<file path="src/rtl/motor_drive_stage.sv">
// Purpose: turns motor commands into H-bridge direction lines plus two PWM enables from one shared counter.
// Latency: 1 clk from accept to pins; a fwd<->back reversal inserts DEADTIME brake clks first.
// Backpressure: cmd_ready is low in reset, on the first clk after reset, and for the whole brake.
module motor_drive_stage #(
  parameter int unsigned PERIOD    = 1666667,
  parameter int unsigned CNT_W     = 23,
  parameter int unsigned DEADTIME  = 100000,
  parameter int unsigned RAMP_STEP = 66667
) (
  input  logic             clk,
  input  logic             rst_n,
  input  logic             cmd_valid,
  input  logic [2:0]       cmd_dir,
  input  logic [CNT_W-1:0] cmd_duty_l,
  input  logic [CNT_W-1:0] cmd_duty_r,
  output logic             cmd_ready,
  output logic             RMF,
  output logic             RMB,
  output logic             LMF,
  output logic             LMB,
  output logic             RM_pwm,
  output logic             LM_pwm,
  output logic             braking
);

  typedef enum logic [1:0] {M_STOP = 2'd0, M_FWD = 2'd1, M_BACK = 2'd2} mdir_t;
  typedef enum logic {S_RUN = 1'b0, S_BRAKE = 1'b1} state_t;

  // Per-motor state: applied direction, latched target duty, duty currently driven.
  typedef struct packed {
    mdir_t            dir;
    logic [CNT_W-1:0] tgt;
    logic [CNT_W-1:0] act;
  } side_t;

  localparam logic [CNT_W-1:0] PER      = CNT_W'(PERIOD);
  localparam logic [CNT_W-1:0] STEP     = CNT_W'(RAMP_STEP);
  localparam int               BRK_W    = (DEADTIME > 1) ? $clog2(DEADTIME) : 1;
  localparam logic [BRK_W-1:0] BRK_LOAD = BRK_W'(DEADTIME - 1);

  localparam side_t SIDE_RST = '{dir: M_STOP, tgt: '0, act: '0};

  state_t           state_q, state_nxt;
  logic [CNT_W-1:0] cnt_q, cnt_nxt;
  logic [BRK_W-1:0] brk_q, brk_nxt;
  side_t            r_q, r_nxt, l_q, l_nxt;
  mdir_t            pend_r_q, pend_r_nxt, pend_l_q, pend_l_nxt;
  mdir_t            new_r, new_l;
  logic             wrap, accept, run_nxt;
  logic             rmf_nxt, rmb_nxt, lmf_nxt, lmb_nxt;
  logic             rpwm_nxt, lpwm_nxt;

  assign wrap = (cnt_q == PER);

  // Command code to right-motor direction; undefined codes mean stop.
  function automatic mdir_t dec_r(input logic [2:0] d);
    case (d)
      3'd0, 3'd1: dec_r = M_FWD;
      3'd2, 3'd4: dec_r = M_BACK;
      default:    dec_r = M_STOP;
    endcase
  endfunction

  // Command code to left-motor direction; undefined codes mean stop.
  function automatic mdir_t dec_l(input logic [2:0] d);
    case (d)
      3'd0, 3'd2: dec_l = M_FWD;
      3'd1, 3'd4: dec_l = M_BACK;
      default:    dec_l = M_STOP;
    endcase
  endfunction

  function automatic logic is_rev(input mdir_t cur, input mdir_t nxt);
    is_rev = ((cur == M_FWD) && (nxt == M_BACK)) || ((cur == M_BACK) && (nxt == M_FWD));
  endfunction

  function automatic logic [CNT_W-1:0] clamp(input logic [CNT_W-1:0] d);
    clamp = (d > PER) ? PER : d;
  endfunction

  // Increases are limited to STEP per period; decreases land immediately.
  function automatic logic [CNT_W-1:0] ramp(input logic [CNT_W-1:0] act,
                                            input logic [CNT_W-1:0] tgt);
    logic [CNT_W-1:0] diff;
    diff = tgt - act;
    if (tgt > act) ramp = act + ((diff > STEP) ? STEP : diff);
    else           ramp = tgt;
  endfunction

  // Next-state: counter, RUN/BRAKE sequencing, duty ramp and registered-output values.
  always_comb begin
    state_nxt  = state_q;
    cnt_nxt    = wrap ? '0 : cnt_q + CNT_W'(1);
    brk_nxt    = brk_q;
    r_nxt      = r_q;
    l_nxt      = l_q;
    pend_r_nxt = pend_r_q;
    pend_l_nxt = pend_l_q;
    new_r      = dec_r(cmd_dir);
    new_l      = dec_l(cmd_dir);
    accept     = cmd_valid && cmd_ready && (state_q == S_RUN);

    case (state_q)
      S_RUN: begin
        // Ramp only at the wrap so a period never sees two duty values.
        if (wrap) begin
          r_nxt.act = ramp(r_q.act, r_q.tgt);
          l_nxt.act = ramp(l_q.act, l_q.tgt);
        end
        if (accept) begin
          r_nxt.tgt = clamp(cmd_duty_r);
          l_nxt.tgt = clamp(cmd_duty_l);
          if (is_rev(r_q.dir, new_r) || is_rev(l_q.dir, new_l)) begin
            state_nxt  = S_BRAKE;
            brk_nxt    = BRK_LOAD;
            pend_r_nxt = new_r;
            pend_l_nxt = new_l;
          end else begin
            // A motor that changes direction restarts its soft-start from zero.
            if (new_r != r_q.dir) begin
              r_nxt.dir = new_r;
              r_nxt.act = '0;
            end
            if (new_l != l_q.dir) begin
              l_nxt.dir = new_l;
              l_nxt.act = '0;
            end
          end
        end
      end
      S_BRAKE: begin
        if (brk_q == '0) begin
          state_nxt = S_RUN;
          r_nxt.dir = pend_r_q;
          l_nxt.dir = pend_l_q;
          r_nxt.act = '0;
          l_nxt.act = '0;
        end else begin
          brk_nxt = brk_q - BRK_W'(1);
        end
      end
      default: state_nxt = S_RUN;
    endcase

    run_nxt  = (state_nxt == S_RUN);
    rmf_nxt  = run_nxt && (r_nxt.dir == M_FWD);
    rmb_nxt  = run_nxt && (r_nxt.dir == M_BACK);
    lmf_nxt  = run_nxt && (l_nxt.dir == M_FWD);
    lmb_nxt  = run_nxt && (l_nxt.dir == M_BACK);
    rpwm_nxt = run_nxt && (r_nxt.dir != M_STOP) && (cnt_nxt < r_nxt.act);
    lpwm_nxt = run_nxt && (l_nxt.dir != M_STOP) && (cnt_nxt < l_nxt.act);
  end

  // State and output registers; reset overrides everything, including a brake in progress.
  always_ff @(posedge clk) begin
    if (!rst_n) begin
      state_q   <= S_RUN;
      cnt_q     <= '0;
      brk_q     <= '0;
      r_q       <= SIDE_RST;
      l_q       <= SIDE_RST;
      pend_r_q  <= M_STOP;
      pend_l_q  <= M_STOP;
      cmd_ready <= 1'b0;
      RMF       <= 1'b0;
      RMB       <= 1'b0;
      LMF       <= 1'b0;
      LMB       <= 1'b0;
      RM_pwm    <= 1'b0;
      LM_pwm    <= 1'b0;
      braking   <= 1'b0;
    end else begin
      state_q   <= state_nxt;
      cnt_q     <= cnt_nxt;
      brk_q     <= brk_nxt;
      r_q       <= r_nxt;
      l_q       <= l_nxt;
      pend_r_q  <= pend_r_nxt;
      pend_l_q  <= pend_l_nxt;
      cmd_ready <= run_nxt;
      RMF       <= rmf_nxt;
      RMB       <= rmb_nxt;
      LMF       <= lmf_nxt;
      LMB       <= lmb_nxt;
      RM_pwm    <= rpwm_nxt;
      LM_pwm    <= lpwm_nxt;
      braking   <= (state_nxt == S_BRAKE);
    end
  end

endmodule

</file>
<file path="config.mk">
export PLATFORM = sky130hd
export DESIGN_NAME = motor_drive_stage
export DESIGN_NICKNAME = d
export VERILOG_FILES = /design/src/rtl/motor_drive_stage.sv
export SDC_FILE = /design/constraint.sdc
export NUM_CORES = 1
export LEC_CHECK = 0
export BUFFER_PORTS_ARGS = -buffer_cell sky130_fd_sc_hd__buf_2
export CORE_MARGIN = 5
export CORE_UTILIZATION = 45
export DETAILED_ROUTE_END_ITERATION = 8
export GPL_TIMING_DRIVEN = 0
export PLACE_DENSITY = 0.74
export SYNTH_ARGS = -nofsm -noshare
export SYNTH_HDL_FRONTEND = slang
export SYNTH_SLANG_ARGS = --single-unit
</file>
<file path="constraint.sdc">
create_clock -name clk -period 13.3 [get_ports clk]
set_input_delay 0 -clock clk [delete_from_list [all_inputs] [get_ports clk]]
set_output_delay 0 -clock clk [all_outputs]
set_load 0.01 [all_outputs]
</file>
==> metrics, run 1 <==
Slew Viols, Final 0; total chip power between 1 and 1.5 mW; fmax 113 MHz; largest net degree at the start of global routing 17; leakage power figure 6.19 nW; Slew headroom 9.52%; DRC violations left 2; CP Launch Point r_q[0]; Cells after Synth 1556; Clock Tree Buf Depth 2; Post-synth EDFFs 0; PwrDens slightly above 90 nW/um^2; CP startpoint kind flip-flop; Worst R2R Start r_q[0]; ANT cells 0; final wirelength 38900 um; RSZ-0062 raised after global routing false; mapped cell area 12300 um^2; final RePlAce weighted congestion 0.963; Yosys cell types 84; crit path max fanout 7; post-synthesis area per instance 7.89 um^2; synth warn 0; H-Tree Depth 4; global-route usage over all layers 24.9%; HP Start cmd_duty_r[21]; Syn-to-layout area delta 14.8%; Setup-failing EPs final 0; failing checks design-rule violations; WHS 0.0200 ns; DRT antenna net count 0; DR iter-0 viols 1056; Final Cycle Share 66.4%; CTS Root Cell clkbuf_16; fillers around 2500; TritonCTS clock tree yes; post-DP HPWL 30400 um; I/O pins 60; setup bufs post-CTS 0; max cap viols 0; hold crit path type in2reg; # rows 60; first-pass GRT wire length around 62000 um; multi-input logic area 8840 um^2; Most used DFF post-synth dfxtp_1; die width 175 um; die height 175 um; total die area 30700 um^2; vias per inst 6.00; worst-skew pair later-pin latency 0.45 ns; worst-margin pin slew 1.34 ns; setup_tns 0 ns; TritonCTS Buffers 17; Pre-antenna DRT Iters 7; Final nets 1880; CP Data Required Time 13.65 ns; wire per inst 19.0 um; CTS sink cnt 148; share of cells above drive strength 1 8.70%; Setup Slack @ Placement 4.52 ns; via count 12300; Final Util 52.4%; Sequential Area between 2000 and 3000 um^2; total gr overflow 0; IO Port Bufs 57; core area 26900 um^2; worst setup margin 4.47 ns; vias in the first global route 12000; Post-synth ARST share 0%; initial cell density of the core between 40% and 50%; data arrival time of the worst path 9.18 ns; clock transition at the registers of the reported paths 0.07 ns; Worst VDD drop 0.0000865 V; sequential fraction of the synthesis area 24.1%; skew final 0.0186 ns; Worst path most repeated cell a21oi_1; initial antenna violation count 1; Critical Path End Type flip-flop; crit-path max cell delay 0.46 ns; Fin. Hold Viols 0; min Tclk post-route approximately 8.8 ns; Max stage delay cell, worst path a221oi_2; register bit total from synthesis 148; CP Class reg2reg; status finished with violations
## critical path: cells and delay by family (launching register included)
kind                       cells  cell delay (ns)
buffers and inverters          1             0.06
adders and majority gates      5             1.56
and+or+nand+nor                6             1.09
xor gates and xnor gates       2             0.17
DFF                            1             0.38
AOI/OAI and AO/OA             24             5.20
muxes                          1             0.27
## per-layer routing
layer / wire length (um) / track usage, %
met3: 2500 / 4.69
met2: 18200 / 42.4
met1: 16600 / 30.7
met5: 12 / 0
met4: 1570 / 10.6
## cells by family (layout without fill, tap and decap cells)
family          Yosys count  in the layout  share of synthesized area (%)
compound gates          431            431                           24.4
xor+xnor                110            110                           7.85
fa+ha+maj               139            139                           14.4
buf+inv                 132            269                           4.18
flops                   148            148                           24.1
mux                      33             33                           2.73
other cells               1             10                         0.0305
simple gates            562            562                           22.3
## stage by stage
step	area (um^2)	std cells
finish	14100	2043
global route	14100	2043
CTS	14100	2043
detailed placement	13000	1963
global placement	13000	1963
floorplan	12300	1565
## power breakdown
part / internal, mW / leakage (nW) / switching, mW
registers: 0.454 / 1.20 / 0.0122
clock network: 0.270 / 0.292 / 0.220
logic: 0.133 / 4.70 / 0.195
total: 0.857 / 6.19 / 0.427
## cells in the mapped netlist, types with 6 or more instances
library cell | instances | area (um^2)
o21bai_1 | 14 | 105
nand3_1 | 36 | 180
nand2_1 | 105 | 394
o221a_2 | 26 | 293
a211oi_1 | 13 | 97.6
nor2_1 | 200 | 751
o21ai_0 | 56 | 280
buf_2 | 8 | 40.0
nand4b_1 | 6 | 52.6
nand4_1 | 22 | 138
dfxtp_1 | 148 | 2960
nor2b_1 | 26 | 163
ha_1 | 135 | 1690
nand2b_1 | 19 | 119
a21oi_1 | 130 | 651
and3_1 | 19 | 119
a22o_1 | 8 | 70.1
inv_1 | 78 | 293
mux2i_1 | 29 | 290
o21a_1 | 11 | 82.6
o211ai_1 | 6 | 45.0
nor4_1 | 11 | 68.8
a21o_1 | 52 | 390
xnor2_1 | 72 | 631
nor3_1 | 43 | 215
or4_1 | 6 | 45.0
clkbuf_1 | 41 | 154
a22oi_1 | 24 | 180
xor2_1 | 38 | 333
or3_1 | 13 | 81.3
a311oi_1 | 6 | 52.6
a31oi_1 | 7 | 43.8
nor3b_1 | 6 | 45.0
and2_1 | 26 | 163
## final cells by class
class	count	area share, %
Multi-Input combinational cell	1285	62.7
Sequential cell	148	21.0
Timing Repair Buffer	105	5.43
Clock buffer	19	3.14
Tap cell	341	3.03
Inverter	79	2.10
Buffer	53	1.54
Clock inverter	13	0.994
## state kept, by name, indices dropped and copies added, names as in the netlist, 2 cells and up
register	flops
pend_l_q	2
cnt_q	23
brk_q	17
l_q	48
pend_r_q	2
r_q	48
## final timing paths
check             endpoint  slack, ns  cells after the start
setup / recovery    RM_pwm       4.47                     39
hold / removal     r_q[38]       0.02                      4
setup reg to reg    RM_pwm       4.47                     39
hold reg to reg   brk_q[5]       0.47                      2
## placed cells by master (no fill, tap or decap), types with 52 or more instances in the layout
cell type and n:
nor2_1 200, dfxtp_1 148, ha_1 135, a21oi_1 130, nand2_1 105, inv_1 78, xnor2_1 72, buf_2 65
o21ai_0 56, a21o_1 52
## what timing repair did
action | 4_1_cts | 5_1_grt
hold buffers | 48 | 0
gates resized for setup | 0 | 0
hold endpoints to repair | 45 | 0
Note: power is estimated with default switching activity, not from simulation.
==> run 2: changes to the inputs <==
- ABC_AREA: not set -> 1
- PLACE_DENSITY: 0.74 -> 0.76
- clock period: 13.3 -> 7.3 ns (I/O delays scaled with it)
==> metrics, run 2 <==
die height 182 um (+3.8%); DRC violations left 0 (-2); global-route usage over all layers 27.8% (+3.0 points); first-pass GRT wire length 74100 um (+20%); final RePlAce weighted congestion 1.03 (+7.1%); synth warn 0 (unchanged); Net Sw Frac 34.8% (+1.6 points); sequential fraction of the synthesis area 22.3% (-1.8 points); data arrival time of the worst path 7.00 ns (-2.18 ns); crit-path max cell delay 0.42 ns (-0.04 ns); crit path max fanout 10 (+3); Post-synth ARST share 0% (unchanged); total gr overflow 0 (unchanged); Reg power frac 34.0% (-2.3 points); die width 182 um (+3.8%); PwrDens 168 nW/um^2 (+84%); setup_tns 0 ns (unchanged); clock transition at the registers of the reported paths 0.07 ns (about the same); I/O pins 60 (unchanged); Setup-failing EPs final 0 (unchanged); fmax 150 MHz (+32%); vias per inst 5.72 (-4.7%); Fin. Hold Viols 0 (unchanged); Sequential Area 2960 um^2 (about the same); Syn-to-layout area delta 14.3%; worst-skew pair later-pin latency 0.43 ns (-0.02 ns); worst-margin pin slew 0.808 ns (-0.537 ns); max cap viols 0 (unchanged); final wirelength 47400 um (+22%); CP startpoint kind flip-flop; CP Class reg2reg; CTS Root Cell clkbuf_16; # rows 63 (+5.0%); initial cell density of the core 45.2% (-0.50 points); count leader, synth nand2_1; min Tclk post-route 6.67 ns (-2.17 ns); Max stage delay cell, worst path dfxtp_1; Post-synth EDFFs 0 (unchanged); Placed Area 14100 um^2 (+8.2%); RSZ-0062 raised after global routing false; hold crit path type in2reg; Commonest cells post-synth 415 x nand2_1, 259 x inv_1, 224 x a21oi_1, 224 x nor2_1, 148 x dfxtp_1; Cells after Synth 2070 (+33%); commonest non-fill, non-tap cell in the layout nand2_1; core area 29400 um^2 (+9.4%); via count 14900 (+22%); CTS sink cnt 148 (unchanged); Synth area leaders dfxtp_1 22%, ha_1 13%, nand2_1 12%; CP Data Required Time 7.63 ns (-6.02 ns); status complete, no violations; multi-input logic area 9130 um^2 (+3.3%); Setup Slack @ Placement 0.576 ns (-3.94 ns); skew final 0.00917 ns (-0.00943 ns); Int Power 1.66 mW (+94%); initial antenna violation count 0 (-1); largest net degree at the start of global routing 17 (unchanged); IO Port Bufs 59 (+3.5%); Final nets 2392 (+27%); Yosys cell types 66 (-21%); DRT antenna net count 0 (unchanged); worst setup margin 0.633 ns (-3.83 ns); Slew headroom 45.7% (+36 points); wire per inst 18.2 um (-4.6%); leakage power figure 7.16 nW (+16%); TritonCTS Buffers 17 (unchanged); most frequent cells in the layout 415 x nand2_1, 259 x inv_1, 224 x a21oi_1, 224 x nor2_1, 147 x dfxtp_1; Pre-antenna DRT Iters 7 (unchanged); fillers 2874 (+14%); Synth top area share 22.3% (-1.8 points); Most used DFF post-synth dfxtp_1; cell taking the most area after synthesis dfxtp_1; post-synthesis area per instance 6.42 um^2 (-19%); vias in the first global route 14000 (+16%); Slew Viols, Final 0 (unchanged); H-Tree Depth 4 (unchanged); final instance area 15200 um^2 (+7.8%); Clock power frac 37.2% (-1.0 points); Critical Path End Type flip-flop; Worst VDD drop 0.000170 V (+96%); Final Cycle Share 91.3% (+25 points); TritonCTS clock tree yes; Clock Tree Buf Depth 2 (unchanged); total die area 33100 um^2 (+7.7%); share of cells above drive strength 1 7.54% (-1.2 points); register bit total from synthesis 148 (unchanged); r2r setup slk 0.63 ns (-3.83 ns); Comb power frac 28.7% (+3.2 points); post-DP HPWL 37800 um (+24%); Largest regs l_q x48, r_q x48, cnt_q x23; Psw 0.887 mW (+110%); total chip power 2.55 mW (+98%); Worst path most repeated cell nand2_2; DR iter-0 viols 1490 (+41%); mapped cell area 13300 um^2 (+8.2%)
## run 2: cell count changes in the layout (fill, tap and decap cells not counted), sizes merged, moves of 26 or more
cell	previous run	this run
nor2	200	238
nand3	36	119
a21o	53	7
nor2b	26	0
nand2	105	431
o21ai	61	131
xnor2	72	30
mux2i	29	1
a21oi	131	227
inv	86	270
and2	27	1
## run 2: power by group through the flow
stage / logic (mW) / registers (mW) / clock network (mW)
2_1_floorplan: 0.503 / 0.873 / 0
6_report: 0.731 / 0.867 / 0.948
4_1_cts: 0.710 / 0.866 / 0.952
3_3_place_gp: 0.679 / 0.882 / 0
5_1_grt: 0.808 / 0.869 / 0.995
3_5_place_dp: 0.687 / 0.883 / 0
## run 2: layout make-up
| class | count | share of cell area (%) |
|---|---|---|
| Multi-Input combinational cell | 1605 | 60.1 |
| Sequential cell | 148 | 19.5 |
| Inverter | 272 | 6.72 |
| Timing Repair Buffer | 103 | 4.91 |
| Tap cell | 390 | 3.21 |
| Clock buffer | 21 | 2.97 |
| Buffer | 54 | 1.38 |
| Clock inverter | 11 | 1.15 |
| Antenna cell | 1 | 0.0165 |
## run 2: worst max-delay path: cells and delay by family (launching register included)
family,cells,cell delay [ns]
adders and majority gates,4,1.16
buffers and inverters,2,0.21
AOI/OAI and AO/OA,11,2.32
and+or+nand+nor,25,2.08
DFF,1,0.42
xor gates and xnor gates,2,0.34
## run 2: path summary, 6_finish.rpt
| path | from | endpoint | depth (start not counted) |
|---|---|---|---|
| max reg2reg | r_q[0] | RM_pwm | 44 |
| min reg2reg | pend_l_q[1] | pend_l_q[1] | 2 |
| min | rst_n | state_q | 3 |
| max | r_q[0] | RM_pwm | 44 |
## run 2: cell families after synthesis
logic type                 Yosys count  synth area share, %
and+or+nand+nor                    915                 30.4
muxes                                2                0.160
AOI/OAI and AO/OA                  476                 20.4
DFF                                148                 22.3
other                                1               0.0282
adders and majority gates          139                 13.3
xor gates and xnor gates            63                 4.21
buffers and inverters              326                 9.25
## run 2: per-layer routing
metal  GRT usage, %  share of wire [%]
met5              0                  0
met4           14.2                5.8
met3           4.15                7.0
met2           45.4                 45
met1           35.8                 42
## run 2: per-stage QoR
step | util [%] | instances | hold slack [ns]
2_1_floorplan | - | 2079 | 0.163
3_3_place_gp | 48.0 | 2528 | 0.289
5_1_grt | 51.7 | 2604 | 0.0415
3_5_place_dp | 48.0 | 2528 | 0.290
4_1_cts | 51.6 | 2603 | 0.0194
6_report | 51.7 | 2605 | 0.0312
## run 2: repair_timing
item / in CTS / in global routing
endpoints found under the hold margin: 44 / 0
setup buffers: 0 / 1
resized for setup: 0 / 6
endpoints found under the setup margin: 0 / 2
hold buffers: 43 / 0
